**config.mk**
```make
export PLATFORM = sky130hd
export DESIGN_NAME = count_seq_monitor
export DESIGN_NICKNAME = d
export VERILOG_FILES = /design/src/rtl/count_seq_monitor.sv
export SDC_FILE = /design/constraint.sdc
export NUM_CORES = 1
export LEC_CHECK = 0
export CAP_MARGIN = 10
export CORE_MARGIN = 1.5
export CORE_UTILIZATION = 35
export CTS_CLUSTER_DIAMETER = 40
export DETAILED_ROUTE_END_ITERATION = 8
export PLACE_DENSITY = 0.66
export REMOVE_ABC_BUFFERS = 1
export SLEW_MARGIN = 15
export SYNTH_ARGS = -nofsm -noshare
export SYNTH_HDL_FRONTEND = slang
export SYNTH_SLANG_ARGS = --single-unit
```
**constraint.sdc**
```tcl
create_clock -name clk -period 2.7 [get_ports clk]
set_clock_uncertainty 0.2 [all_clocks]
set_input_delay 0.405 -clock clk [delete_from_list [all_inputs] [get_ports clk]]
set_output_delay 0.405 -clock clk [all_outputs]
set_load 0.02 [all_outputs]
```
**src/rtl/count_seq_monitor.sv**
```systemverilog
// Receive-side checker for a free-running binary counter stream: locks onto
// the incrementing sequence, then flags/counts mismatches and counts wraps.
module count_seq_monitor #(
  parameter int WIDTH      = 4,
  parameter int LOCK_CNT   = 3,
  parameter int UNLOCK_CNT = 2,
  parameter int STAT_W     = 8
) (
  input  logic              clk,
  input  logic              rst_n,
  input  logic              sample_en,
  input  logic [WIDTH-1:0]  count_in,
  input  logic              clr_stats,
  output logic              locked,
  output logic              err_pulse,
  output logic [STAT_W-1:0] err_count,
  output logic [STAT_W-1:0] wrap_count,
  output logic [WIDTH-1:0]  last_count
);

  localparam int RUN_W  = $clog2(LOCK_CNT + 1);
  localparam int MISS_W = $clog2(UNLOCK_CNT + 1);
  localparam logic [RUN_W-1:0]  LOCK_V   = RUN_W'(LOCK_CNT);
  localparam logic [MISS_W-1:0] UNLOCK_V = MISS_W'(UNLOCK_CNT);
  localparam logic [STAT_W-1:0] STAT_MAX = '1;

  typedef enum logic [1:0] {HUNT, SYNC, LOCKED} state_t;

  state_t              state_q, state_d;
  logic [WIDTH-1:0]    exp_q, exp_d;
  logic [WIDTH-1:0]    last_q, last_d;
  logic [RUN_W-1:0]    run_q, run_d;
  logic [MISS_W-1:0]   miss_q, miss_d;
  logic                locked_q, locked_d;
  logic                err_pulse_q, err_pulse_d;
  logic [STAT_W-1:0]   err_cnt_q, err_cnt_d;
  logic [STAT_W-1:0]   wrap_cnt_q, wrap_cnt_d;
  logic                match;
  logic                err_inc;
  logic                wrap_inc;

  always_comb begin
    state_d     = state_q;
    exp_d       = exp_q;
    last_d      = last_q;
    run_d       = run_q;
    miss_d      = miss_q;
    err_pulse_d = 1'b0;
    err_inc     = 1'b0;
    wrap_inc    = 1'b0;
    match       = (count_in == exp_q);

    if (sample_en) begin
      last_d = count_in;
      case (state_q)
        HUNT: begin
          exp_d   = count_in + WIDTH'(1);
          run_d   = RUN_W'(1);
          state_d = SYNC;
        end
        SYNC: begin
          if (match) begin
            exp_d = exp_q + WIDTH'(1);
            run_d = run_q + RUN_W'(1);
            if (run_d == LOCK_V) begin
              state_d = LOCKED;
              miss_d  = '0;
            end
          end else begin
            exp_d = count_in + WIDTH'(1);
            run_d = RUN_W'(1);
          end
        end
        LOCKED: begin
          // Flywheel: expectation advances on a miss so a single glitch is absorbed.
          exp_d = exp_q + WIDTH'(1);
          if (match) begin
            miss_d   = '0;
            wrap_inc = (count_in == '0);
          end else begin
            err_pulse_d = 1'b1;
            err_inc     = 1'b1;
            miss_d      = miss_q + MISS_W'(1);
            if (miss_d == UNLOCK_V) state_d = HUNT;
          end
        end
        default: state_d = HUNT;
      endcase
    end

    locked_d = (state_d == LOCKED);

    if (clr_stats)                             err_cnt_d = '0;
    else if (err_inc && err_cnt_q != STAT_MAX) err_cnt_d = err_cnt_q + STAT_W'(1);
    else                                       err_cnt_d = err_cnt_q;

    if (clr_stats)                               wrap_cnt_d = '0;
    else if (wrap_inc && wrap_cnt_q != STAT_MAX) wrap_cnt_d = wrap_cnt_q + STAT_W'(1);
    else                                         wrap_cnt_d = wrap_cnt_q;
  end

  always_ff @(posedge clk or negedge rst_n) begin
    if (!rst_n) begin
      state_q     <= HUNT;
      exp_q       <= '0;
      last_q      <= '0;
      run_q       <= '0;
      miss_q      <= '0;
      locked_q    <= 1'b0;
      err_pulse_q <= 1'b0;
      err_cnt_q   <= '0;
      wrap_cnt_q  <= '0;
    end else begin
      state_q     <= state_d;
      exp_q       <= exp_d;
      last_q      <= last_d;
      run_q       <= run_d;
      miss_q      <= miss_d;
      locked_q    <= locked_d;
      err_pulse_q <= err_pulse_d;
      err_cnt_q   <= err_cnt_d;
      wrap_cnt_q  <= wrap_cnt_d;
    end
  end

  assign locked     = locked_q;
  assign err_pulse  = err_pulse_q;
  assign err_count  = err_cnt_q;
  assign wrap_count = wrap_cnt_q;
  assign last_count = last_q;

endmodule
```
==> impl_results.md, run 1 <==
* Yosys warnings at 0
* Unrepaired setup endpoints after global routing: false
* DIE AREA at 0.005907 mm²
* Number of iterations in the first detailed-routing pass at 4
* Worst setup margin at 387.0 ps
* Maximum level of the CTS H-tree at 2
* Hold_buf cts at 0
* Setup TNS at 0 ps
* Final #Nets at 247
* Max_slew headroom at 60.00%
* VDD IR max at 0.2592 mV
* CTS Buf Count at 5
* Synth Cell Area at 0.001909 mm²
* Crit Path Class: in2reg
* Startpoint class of the critical path: input port
* Number of port buffers at 29
* Pwr dens at 510.3 mW/mm²
* Die boundary height at 76.86 µm
* Post CTS Setup Buffer Count at 0
* CTS Buffer Depth at 2
* Setup violators final at 0
* Area contributors post-synth: dfrtp_1 (42%), ha_1 (7.2%), xor2_1 (5.0%), nand3_1 (3.9%), nor2_1 (3.3%)
* Reported max-cap violation count at 0
* Post-synth cell types at 45
* Register area at 800.8 µm²
* Period utilization at 85.67%
* Post-Route WL at 3.822 mm
* Final-layout fill cell count at 489
* Num rows at 26
* Clock slew at reported path FFs at 70 ps
* Most common cell after layout, fill and taps aside: dfrtp_1
* Worst-Margin Slew at 598.1 ps
* Sequential area share after synthesis at 41.94%
* DRC at 0
* Vias in the first global route at 1470
* Worst hold path type: reg2reg
* Ys flop type: dfrtp_1
* Post-synth EDFFs at 0
* WP data required at 2700 ps
* Worst Path Arrival at 2310 ps
* CTS tree: built
* Antenna violations before repair at 0
* Pins Over Slew Limit at 0
* Synth top area share at 41.94%
* Crit end category: flop
* GRT Total Usage at 14.51%
* Starting Density at 36.91%
* DR WL/cell at 12.83 µm
* Via count at 1459
* Clk Latency, worst-skew pair at 280 ps
* Largest net degree at the start of global routing at 33
* Post-Syn Instances at 189
* Hold Violations, Final at 0
* ANT nets after route at 0
* Placer Congestion at 0.8397
* CTS sink cnt at 32
* Die width at 76.86 µm
* Post-cts sizing count at 0
* CP Max Fanout at 4
* Detail Placement HPWL at 2.729 mm
* Async S/R FF share, synth at 100.0%
* Design Power at 1.222 mW
* Static leakage at 1.033 nW
* Vias per Instance at 4.896
* Post-Place Worst Slack at 99.34 ps
* Cell taking the most area after synthesis: dfrtp_1
* Share of layout cells above drive strength 1 at 14.04%
* Max Freq at 432.3 MHz
* Most frequent cells in the layout: dfrtp_1 (32), clkdlybuf4s50_1 (29), nor2_1 (17)
* Multi-input combinational cell area at 0.001015 mm²
* Global-route wire length before repair at 6.817 mm
* Core area at 0.005172 mm²
* Status: complete, no violations
* Yosys reg bits at 32
* CTS Root Cell: clkbuf_8
* Antenna diodes at 0
* Mean Syn Cell Area at 10.10 µm²
* Tmin final at 2313 ps
* I/O Pins at 30
* Area Growth Syn to Fin at 25.43%
* Violation count after the first detailed-routing iteration at 103
* GRT Residual Overflow at 0
-- worst paths after layout --
path,end,cells past startpoint,slack (ps),startpoint
min in group asynchronous,err_count[4],2,300,rst_n
worst min register to register,miss_q[1],1,290,miss_q[1]
worst max-delay path,wrap_count[5],8,390,count_in[0]
max in group asynchronous,err_count[2],2,1690,rst_n
worst min-delay path,miss_q[1],1,290,miss_q[1]
worst max register to register,wrap_count[5],6,520,wrap_count[0]
-- kinds of logic (layout without fill, tap and decap cells) --
family                   count (synthesis)  in the layout  synth area share, %
AO/OA/AOI/OAI                           28             28                10.55
XOR/XNOR                                17             17                7.798
adder cells (fa/ha/maj)                 11             11                7.208
buffers and inverters                   19             58                4.914
flip-flops                              32             32                41.94
multiplexers                             8              8                4.456
AND/OR/NAND/NOR                         74             74                23.13
-- routing by layer --
layer	routed length [µm]	global-route usage (%)	share of wire [%]
met5	0	0	0
met4	51	5.000	1.3
met3	161	4.405	4.2
met2	1722	23.10	45
met1	1888	18.62	49
-- critical path: stages --
cell             delay, ps
clkdlybuf4s50_1        480
inv_1                   90
ha_1                   170
nand4b_2               140
a311oi_4               310
nand2_1                190
or3_1                  380
a21oi_1                140
-- registers in the layout, summed over array words and instances (netlist names) --
register    count
state_q         2
locked          1
err_pulse       1
exp_q           4
run_q           2
miss_q          2
wrap_count      8
err_count       8
last_count      4
-- through the flow --
step	hold slack, ps	area, µm²	utilization [%]	instances
after global placement	269.1	2317	44.80	291
after detailed placement	280.8	2317	44.80	291
after CTS	294.6	2395	46.30	298
after global routing	318.3	2395	46.30	298
after floorplan	-90.59	1857	-	181
final	288.5	2395	46.30	298
-- report_power, final --
group	switching, mW	internal, mW
logic	0.173	0.133
registers	0.0460	0.522
clock network	0.173	0.175
-- area by class of cell --
class | count | share of cell area, %
clock buffers | 6 | 3.030
clock inverters | 1 | 0.2090
inverters | 11 | 1.724
multi-input cells | 138 | 42.37
flip-flops and latches | 32 | 33.44
well taps | 70 | 3.657
repair buffers | 40 | 15.57
-- synthesized netlist by cell type, types with 4 or more instances --
cell type / n
mux2_2: 4
o21ai_0: 8
ha_1: 11
and3_1: 4
nor2_1: 17
xnor2_1: 6
dfrtp_1: 32
a21oi_1: 5
clkbuf_1: 4
nor2b_1: 4
inv_1: 11
nand4_1: 5
nand2_1: 11
xor2_1: 11
nand3_1: 15
mux2i_1: 4
Note: power is estimated with default switching activity, not from simulation.
==> inputs of run 2 (changes only) <==
--- a/config.mk
+++ b/config.mk
@@ -8,9 +8,9 @@
 export CAP_MARGIN = 10
 export CORE_MARGIN = 1.5
 export CORE_UTILIZATION = 35
-export CTS_CLUSTER_DIAMETER = 40
 export DETAILED_ROUTE_END_ITERATION = 8
 export PLACE_DENSITY = 0.66
+export RECOVER_POWER = 100
 export REMOVE_ABC_BUFFERS = 1
 export SLEW_MARGIN = 15
 export SYNTH_ARGS = -nofsm -noshare
==> run 2 against run 1 <==
  * Design area is 1.6% lower
  * Sequential cell count stayed put
  * Cell count stayed put
  * Register-to-register slack hardly changed
  * Via count is 1.3% higher
  * Total power is 0.54% lower
  * Global-route usage stayed put
  * Combinational power is 2% lower
  * Hold slack hardly changed
  * Critical path depth stayed put
  * Utilization is 0.73 points lower
  * Die area stayed put
==> impl_results.md, run 2 (synthesis gave the netlist of run 1 again) <==
* CTS Root Cell: clkbuf_8
* Pins Over Slew Limit at 0 (unchanged)
* Global-route wire length before repair at 6.817 mm (unchanged)
* Tmin final at 2416 ps (+103.3 ps)
* Post-cts sizing count at 0 (unchanged)
* Setup TNS at 0 ps (unchanged)
* Maximum level of the CTS H-tree at 2 (unchanged)
* Number of port buffers at 29 (unchanged)
* Starting Density at 36.91% (unchanged)
* Unrepaired setup endpoints after global routing: false
* CTS tree: built
* Num rows at 26 (unchanged)
* Violation count after the first detailed-routing iteration at 95 (-7.8%)
* Post-route standard cell area excluding fillers at 0.002357 mm² (-1.6%)
* DRC at 0 (unchanged)
* Die width at 76.86 µm (unchanged)
* Status: complete, no violations
* Pwr dens at 515.6 mW/mm² (+1.0%)
* Max Freq at 413.9 MHz (-4.3%)
* Worst Path Arrival at 2420 ps (+110 ps)
* Area Growth Syn to Fin at 23.46%
* Clk Latency, worst-skew pair at 280 ps (about the same)
* Share of layout cells above drive strength 1 at 10.96% (-3.1 points)
* Setup violators final at 0 (unchanged)
* Final #Nets at 247 (unchanged)
* Most common cell after layout, fill and taps aside: dfrtp_1
* Core area at 0.005172 mm² (unchanged)
* Reported max-cap violation count at 0 (unchanged)
* Most frequent cells in the layout: dfrtp_1 (32), dlygate4sd3_1 (24), nor2_1 (17)
* Period utilization at 89.49% (+3.8 points)
* VDD IR max at 0.2592 mV (about the same)
* Crit Path Class: in2reg
* Crit end category: flop
* WP data required at 2700 ps (about the same)
* DR WL/cell at 12.70 µm (-0.94%)
* I/O Pins at 30 (unchanged)
* Detail Placement HPWL at 2.729 mm (unchanged)
* CTS Buf Count at 5 (unchanged)
* Post CTS Setup Buffer Count at 0 (unchanged)
* Placer Congestion at 0.8397 (unchanged)
* Worst setup margin at 283.7 ps (-103.3 ps)
* Static leakage at 1.088 nW (+5.4%)
* CP Max Fanout at 4 (unchanged)
* Final-layout fill cell count at 497 (+1.6%)
* Die boundary height at 76.86 µm (unchanged)
* Max_slew headroom at 58.50% (-1.5 points)
* CTS sink cnt at 32 (unchanged)
* Antenna diodes at 0 (unchanged)
* GRT Residual Overflow at 0 (unchanged)
* Post-Route WL at 3.786 mm (-0.94%)
* CTS Buffer Depth at 2 (unchanged)
* Number of iterations in the first detailed-routing pass at 4 (unchanged)
* Antenna violations before repair at 0 (unchanged)
* Vias in the first global route at 1470 (unchanged)
* Hold_buf cts at 0 (unchanged)
* Largest net degree at the start of global routing at 33 (unchanged)
* Worst-Margin Slew at 622.5 ps (+24.45 ps)
* Clock slew at reported path FFs at 70 ps (about the same)
* Post-Place Worst Slack at 99.34 ps (unchanged)
* Vias per Instance at 4.960 (+1.3%)
* Via count at 1478 (+1.3%)
* Hold Violations, Final at 0 (unchanged)
* ANT nets after route at 0 (unchanged)
* Worst hold path type: reg2reg
* DIE AREA at 0.005907 mm² (unchanged)
* GRT Total Usage at 14.51% (unchanged)
* Startpoint class of the critical path: input port
* Post-DP Area at 0.002317 mm² (unchanged)
run 2: final timing paths:
kind / start / to / slack, ps / cells after the start
worst max-delay path: count_in[0] / wrap_count[5] / 280 / 8
worst min-delay path: miss_q[1] / miss_q[1] / 290 / 1
worst max register to register: state_q[0] / wrap_count[5] / 520 / 7
worst min register to register: miss_q[1] / miss_q[1] / 290 / 1
max in group asynchronous: rst_n / miss_q[1] / 1630 / 2
min in group asynchronous: rst_n / err_count[4] / 380 / 2
run 2: per-layer routing:
layer,track usage [%],wire (µm),vias to the layer above
li1,-,-,750
met1,18.62,1845,694
met2,23.10,1730,30
met3,4.405,158,4
met4,5.000,51,0
met5,0,0,-
run 2: layout make-up:
class                   count  area [µm²]  area share (%)
clock inverters             1       5.005          0.2123
multi-input cells         138       984.7           41.77
inverters                  11       41.29           1.752
flip-flops and latches     32       800.8           33.97
clock buffers               6       72.57           3.079
well taps                  70       87.58           3.716
repair buffers             40       365.4           15.50
run 2: stage by stage:
| step | utilization, % | cells | power (mW) | hold slack (ps) |
|---|---|---|---|---|
| 5_1_grt | 45.57 | 298 | 1.306 | 318.3 |
| 3_5_place_dp | 44.80 | 291 | 0.8836 | 280.8 |
| 3_3_place_gp | 44.80 | 291 | 0.8780 | 269.1 |
| 4_1_cts | 46.30 | 298 | 1.238 | 294.6 |
| 2_1_floorplan | - | 181 | 0.7722 | -90.59 |
| 6_report | 45.57 | 298 | 1.215 | 288.5 |
run 2: report_power, final:
part	switching [mW]	internal (mW)
Combinational	0.170	0.130
Clock	0.172	0.175
Sequential	0.0458	0.522
run 2: critical path, stage by stage:
cell and delay [ps]:
dlygate4sd3_1 600, inv_1 80, ha_1 170, nand4b_2 140
a311oi_4 300, nand2_1 180, or3_1 380, a21oi_1 140
